**config.mk**
```make
export PLATFORM = sky130hd
export DESIGN_NAME = piso_shift_tx
export DESIGN_NICKNAME = d
export VERILOG_FILES = /design/src/rtl/piso_shift_tx.sv
export SDC_FILE = /design/constraint.sdc
export NUM_CORES = 1
export LEC_CHECK = 0
export ABC_AREA = 1
export CORE_MARGIN = 4
export CORE_UTILIZATION = 43
export DETAILED_ROUTE_END_ITERATION = 8
export PLACE_DENSITY = 0.73
export RECOVER_POWER = 100
export SLEW_MARGIN = 20
export SYNTH_ARGS = -nofsm -noshare
export SYNTH_HDL_FRONTEND = slang
export SYNTH_SLANG_ARGS = --single-unit
```
**constraint.sdc**
```tcl
create_clock -name clk -period 2.4 [get_ports clk]
set_clock_uncertainty 0.15 [all_clocks]
set_input_delay 0.24 -clock clk [delete_from_list [all_inputs] [get_ports clk]]
set_output_delay 0.24 -clock clk [all_outputs]
set_load 0.05 [all_outputs]
```
**src/rtl/piso_shift_tx.sv**
```systemverilog
// Parallel-in, serial-out transmitter with ready/load handshake.
// One bit is consumed per clk edge with shift_en=1; done pulses after the last bit.
module piso_shift_tx #(
    parameter int WIDTH     = 8,
    parameter bit MSB_FIRST = 1'b1
) (
    input  logic             clk,
    input  logic             reset,
    input  logic             load,
    input  logic [WIDTH-1:0] p_in,
    input  logic             shift_en,
    output logic             ready,
    output logic             s_out,
    output logic             s_valid,
    output logic             done
);

    localparam int CW = $clog2(WIDTH);
    localparam logic [CW-1:0] LAST = CW'(WIDTH - 1);

    typedef enum logic {
        IDLE  = 1'b0,
        SHIFT = 1'b1
    } state_t;

    state_t           state_q, state_d;
    logic [WIDTH-1:0] shreg_q, shreg_d;
    logic [CW-1:0]    cnt_q, cnt_d;
    logic             done_q, done_d;

    // State register; reset discards any word in flight.
    always_ff @(posedge clk) begin
        if (reset) begin
            state_q <= IDLE;
            shreg_q <= '0;
            cnt_q   <= '0;
            done_q  <= 1'b0;
        end else begin
            state_q <= state_d;
            shreg_q <= shreg_d;
            cnt_q   <= cnt_d;
            done_q  <= done_d;
        end
    end

    // Next-state: accept in IDLE, shift toward the output end in SHIFT.
    always_comb begin
        state_d = state_q;
        shreg_d = shreg_q;
        cnt_d   = cnt_q;
        done_d  = 1'b0;
        unique case (state_q)
            IDLE: begin
                if (load) begin
                    shreg_d = p_in;
                    cnt_d   = '0;
                    state_d = SHIFT;
                end
            end
            SHIFT: begin
                if (shift_en) begin
                    if (cnt_q == LAST) begin
                        state_d = IDLE;
                        done_d  = 1'b1;
                        shreg_d = '0;
                        cnt_d   = '0;
                    end else begin
                        if (MSB_FIRST) begin
                            shreg_d = {shreg_q[WIDTH-2:0], 1'b0};
                        end else begin
                            shreg_d = {1'b0, shreg_q[WIDTH-1:1]};
                        end
                        cnt_d = cnt_q + CW'(1);
                    end
                end
            end
            default: begin
                state_d = IDLE;
            end
        endcase
    end

    logic out_bit;
    assign out_bit = MSB_FIRST ? shreg_q[WIDTH-1] : shreg_q[0];

    assign ready   = (state_q == IDLE);
    assign s_valid = (state_q == SHIFT);
    assign s_out   = s_valid & out_bit;
    assign done    = done_q;

endmodule

```
==> results.md <==
- The launching element type of the critical path is a register.
- The critical path data arrival time is 1670 ps.
- Measured against its own limit, the worst slew margin works out to 66.5%.
- The most common cell after layout, fill and taps aside is nand2_1.
- Leaving out fill and tap cells, the most frequent cells in the layout are 32 x nand2_1, 17 x nand3_1, 14 x nor2_1.
- The hold violation total from the final report was 0.
- The reg-to-reg endpoint is shreg_q[1].
- The startpoint identified for the worst hold timing path is shreg_q[0].
- For this run, the post-layout net count is 137.
- The tool flagged a number of max-cap violations equal to 0.
- Dividing the synthesized area by the synthesized cell count gives 6.47 um2.
- For this run, design rule violations remaining after detail routing come to 0.
- The number of placement rows is 14.
- The leakage power is roughly 0.43 nW.
- The path category of the worst min-delay check is reg -> reg.
- The number of distinct library cells after synthesis is 17.
- The nature of the critical path endpoint is an output pin.
- The max-slew violation count was 0.
- The via count of the first global-routing pass is between 500 and 600.
- The die extent in y is 47.6 um.
- At the later pin of the worst-skew pair, clock insertion delay measures 270 ps.
- The worst setup path is of the reg -> out kind.
- For this run, the number of Yosys warnings is 0.
- The quantity of I/O buffers inserted on ports is 15.
- The proportion of power drawn by combinational gates is 23.1%.
- The tree is rooted in a clkbuf_4.
- The share of the Yosys chip area taken by registers is around two fifths.
- For the pin with the worst max-slew slack, the measured transition is roughly 500 ps.
- Post-CTS repair changed the size of 0 cells.
- Clock tree synthesis inserted a total of 3 buffers.
- VDD sags by at most about 0.00031 V.
- For this design, the CTS-stage hold fixing added 0 buffers.
- The total area inside the core boundary comes to between 0.001 and 0.0015 mm2.
- The count of TritonRoute iterations in the first routing pass is 4.
- The cell depth of the worst min-delay path is 2.
- The startpoint identified for the worst register-to-register timing path is s_valid.
- The fraction of power spent switching nets is 30.2%.
- The net count after synthesis is around 120.
- The first global-routing pass estimated 2380 um of wire.
- Summing over every cut layer, the via total after detailed routing is just under 700.
- The clock net sink count is 13.
- The fraction of the cycle the final worst path needs is 85.7%.
- The worst hold path terminates at shreg_q[0].
- Entering global routing, the biggest net connects 12 pins.
- The maximum net fanout on the critical path is 10.
- The number of synthesized register bits is 13.
- After layout, the minimum clock period comes to a little over 2000 ps.
- After clock tree synthesis, the clock-pin slew on the worst setup and hold paths is 80 ps.
- The CTS tree is done.
- The final antenna diode count is 0.
- After detailed placement, the total cell area comes to 835 um2.
- The clock network accounts for 28.0% of the total power.
- The antenna violation net count after detailed routing is 0.
- For the final routed database, the setup TNS stands at 0 ps.
- The total number of H-tree levels is 1.
- The area growth from synthesis to layout is 26.8%.
- The number of placed I/O pins is 16.
- The initial antenna violation count was 0.
- Setup repair after global routing left no endpoint under its margin.
- The HPWL after detailed placement is 1030 um.
- The run finished with clean final reports.
- Buffers added to address setup during post-CTS repair amount to 0.
- The internal power of the cells totals 0.000343 W.
- The power per cell area is 577 mW/mm2.
- The final wirelength is 1400 um.
- The die boundary width is 47.6 um.
- The net switching component of the power is 0.000149 W.
- The depth of the worst register-to-register path is 6.
- Counting every instance in the synthesized netlist gives 104.
- Of the cells placed in the final design, the portion with a size suffix greater than 1 is 5.74%.
- The global route total overflow is 0.
- The maximum count of clock buffers along a single path is 2.
- The die covers 0.00226 mm2.
- The routed length per instance is 10.1 um.
- The worst setup slack for register-to-register paths is just over 700 ps.
- STA puts the critical path data required time at 2010 ps.
- The register share of total power is about half.
- The summed instance area of the synthesized netlist is 673 um2.
- The final count of negative-setup-slack endpoints is 0.
- The iteration-0 DRC count of the detailed router is 20.
- The post-route cell area is 853 um2.
- Based on the critical path, the design can be clocked at up to about 490 MHz.
- The final weighted congestion in routability-driven placement is between 0.7 and 0.8.
- Once the floorplan was initialized, standard cells occupied 45.2% of the core.
- Using the TritonRoute via totals, the vias-per-cell ratio works out to a little under 5.
- Global routing used 15.3% of the available tracks.
-- state kept, by name (all words and copies together) (netlist names) --
signal	cells
shreg_q	8
cnt_q	3
done	1
s_valid	1
-- per-stage QoR --
step	hold slack [ps]	setup WS, ps	utilization (%)	instances	power [W]
2_1_floorplan	159	738	-	104	0.000325
3_3_place_gp	322	702	56.1	134	0.000362
3_5_place_dp	336	703	56.1	134	0.000364
4_1_cts	348	378	57.8	138	0.000504
5_1_grt	377	269	57.3	138	0.000527
6_report	347	342	57.3	138	0.000492
-- critical path, cell delays in order (launching register included) --
cell,delay (ps)
dfxtp_1,340
inv_2,150
dlygate4sd3_1,900
-- synth_stat cells --
library cell  count  area [um2]
inv_2             1        3.75
clkinv_1          1        3.75
o21ai_0           1        5.00
nand2_1          32         120
nor2_2            1        6.26
nor3_1            1        5.00
nor2_1           14        52.6
ha_1              2        25.0
inv_1            12        45.0
dfxtp_1          13         260
buf_2             1        5.00
nor2_4            1        11.3
buf_4             1        7.51
nand3_1          17        85.1
nand2_2           1        6.26
a21oi_1           4        20.0
buf_6             1        11.3
-- routing by layer --
metal | GRT usage (%) | routed length, um
met3 | 4.51 | 62
met2 | 22.2 | 678
met1 | 20.4 | 647
met5 | 0 | 0
met4 | 8.06 | 10
-- power groups by stage --
stage	sequential, W	combinational (W)	clock (W)
2_1_floorplan	0.000249	0.0000762	0
3_3_place_gp	0.000245	0.000117	0
3_5_place_dp	0.000246	0.000118	0
4_1_cts	0.000241	0.000119	0.000145
5_1_grt	0.000242	0.000130	0.000155
6_report	0.000241	0.000114	0.000138
-- logic make-up (layout without fill, tap and decap cells) --
group / after synthesis / in the layout / share of synthesized area [%]
compound gates: 5 / 5 / 3.72
simple gates: 67 / 67 / 42.6
fa+ha+maj: 2 / 2 / 3.72
buf+inv: 17 / 35 / 11.3
flops: 13 / 13 / 38.7
-- layout make-up --
cell class | instances | area [um2]
Multi-Input combinational cell | 74 | 337
Timing Repair Buffer | 17 | 158
Inverter | 14 | 52.6
Tap cell | 16 | 20.0
Clock buffer | 4 | 26.3
Sequential cell | 13 | 260
Fill cell | 150 | 636
-- worst max-delay path by stage --
stage,from,endpoint,cells past startpoint
6_report,s_valid,ready,2
5_1_grt,s_valid,ready,2
3_3_place_gp,s_valid,ready,2
3_5_place_dp,s_valid,ready,2
2_1_floorplan,s_valid,s_out,3
4_1_cts,s_valid,ready,2
No activity file was read; power rests on OpenSTA's default activity.
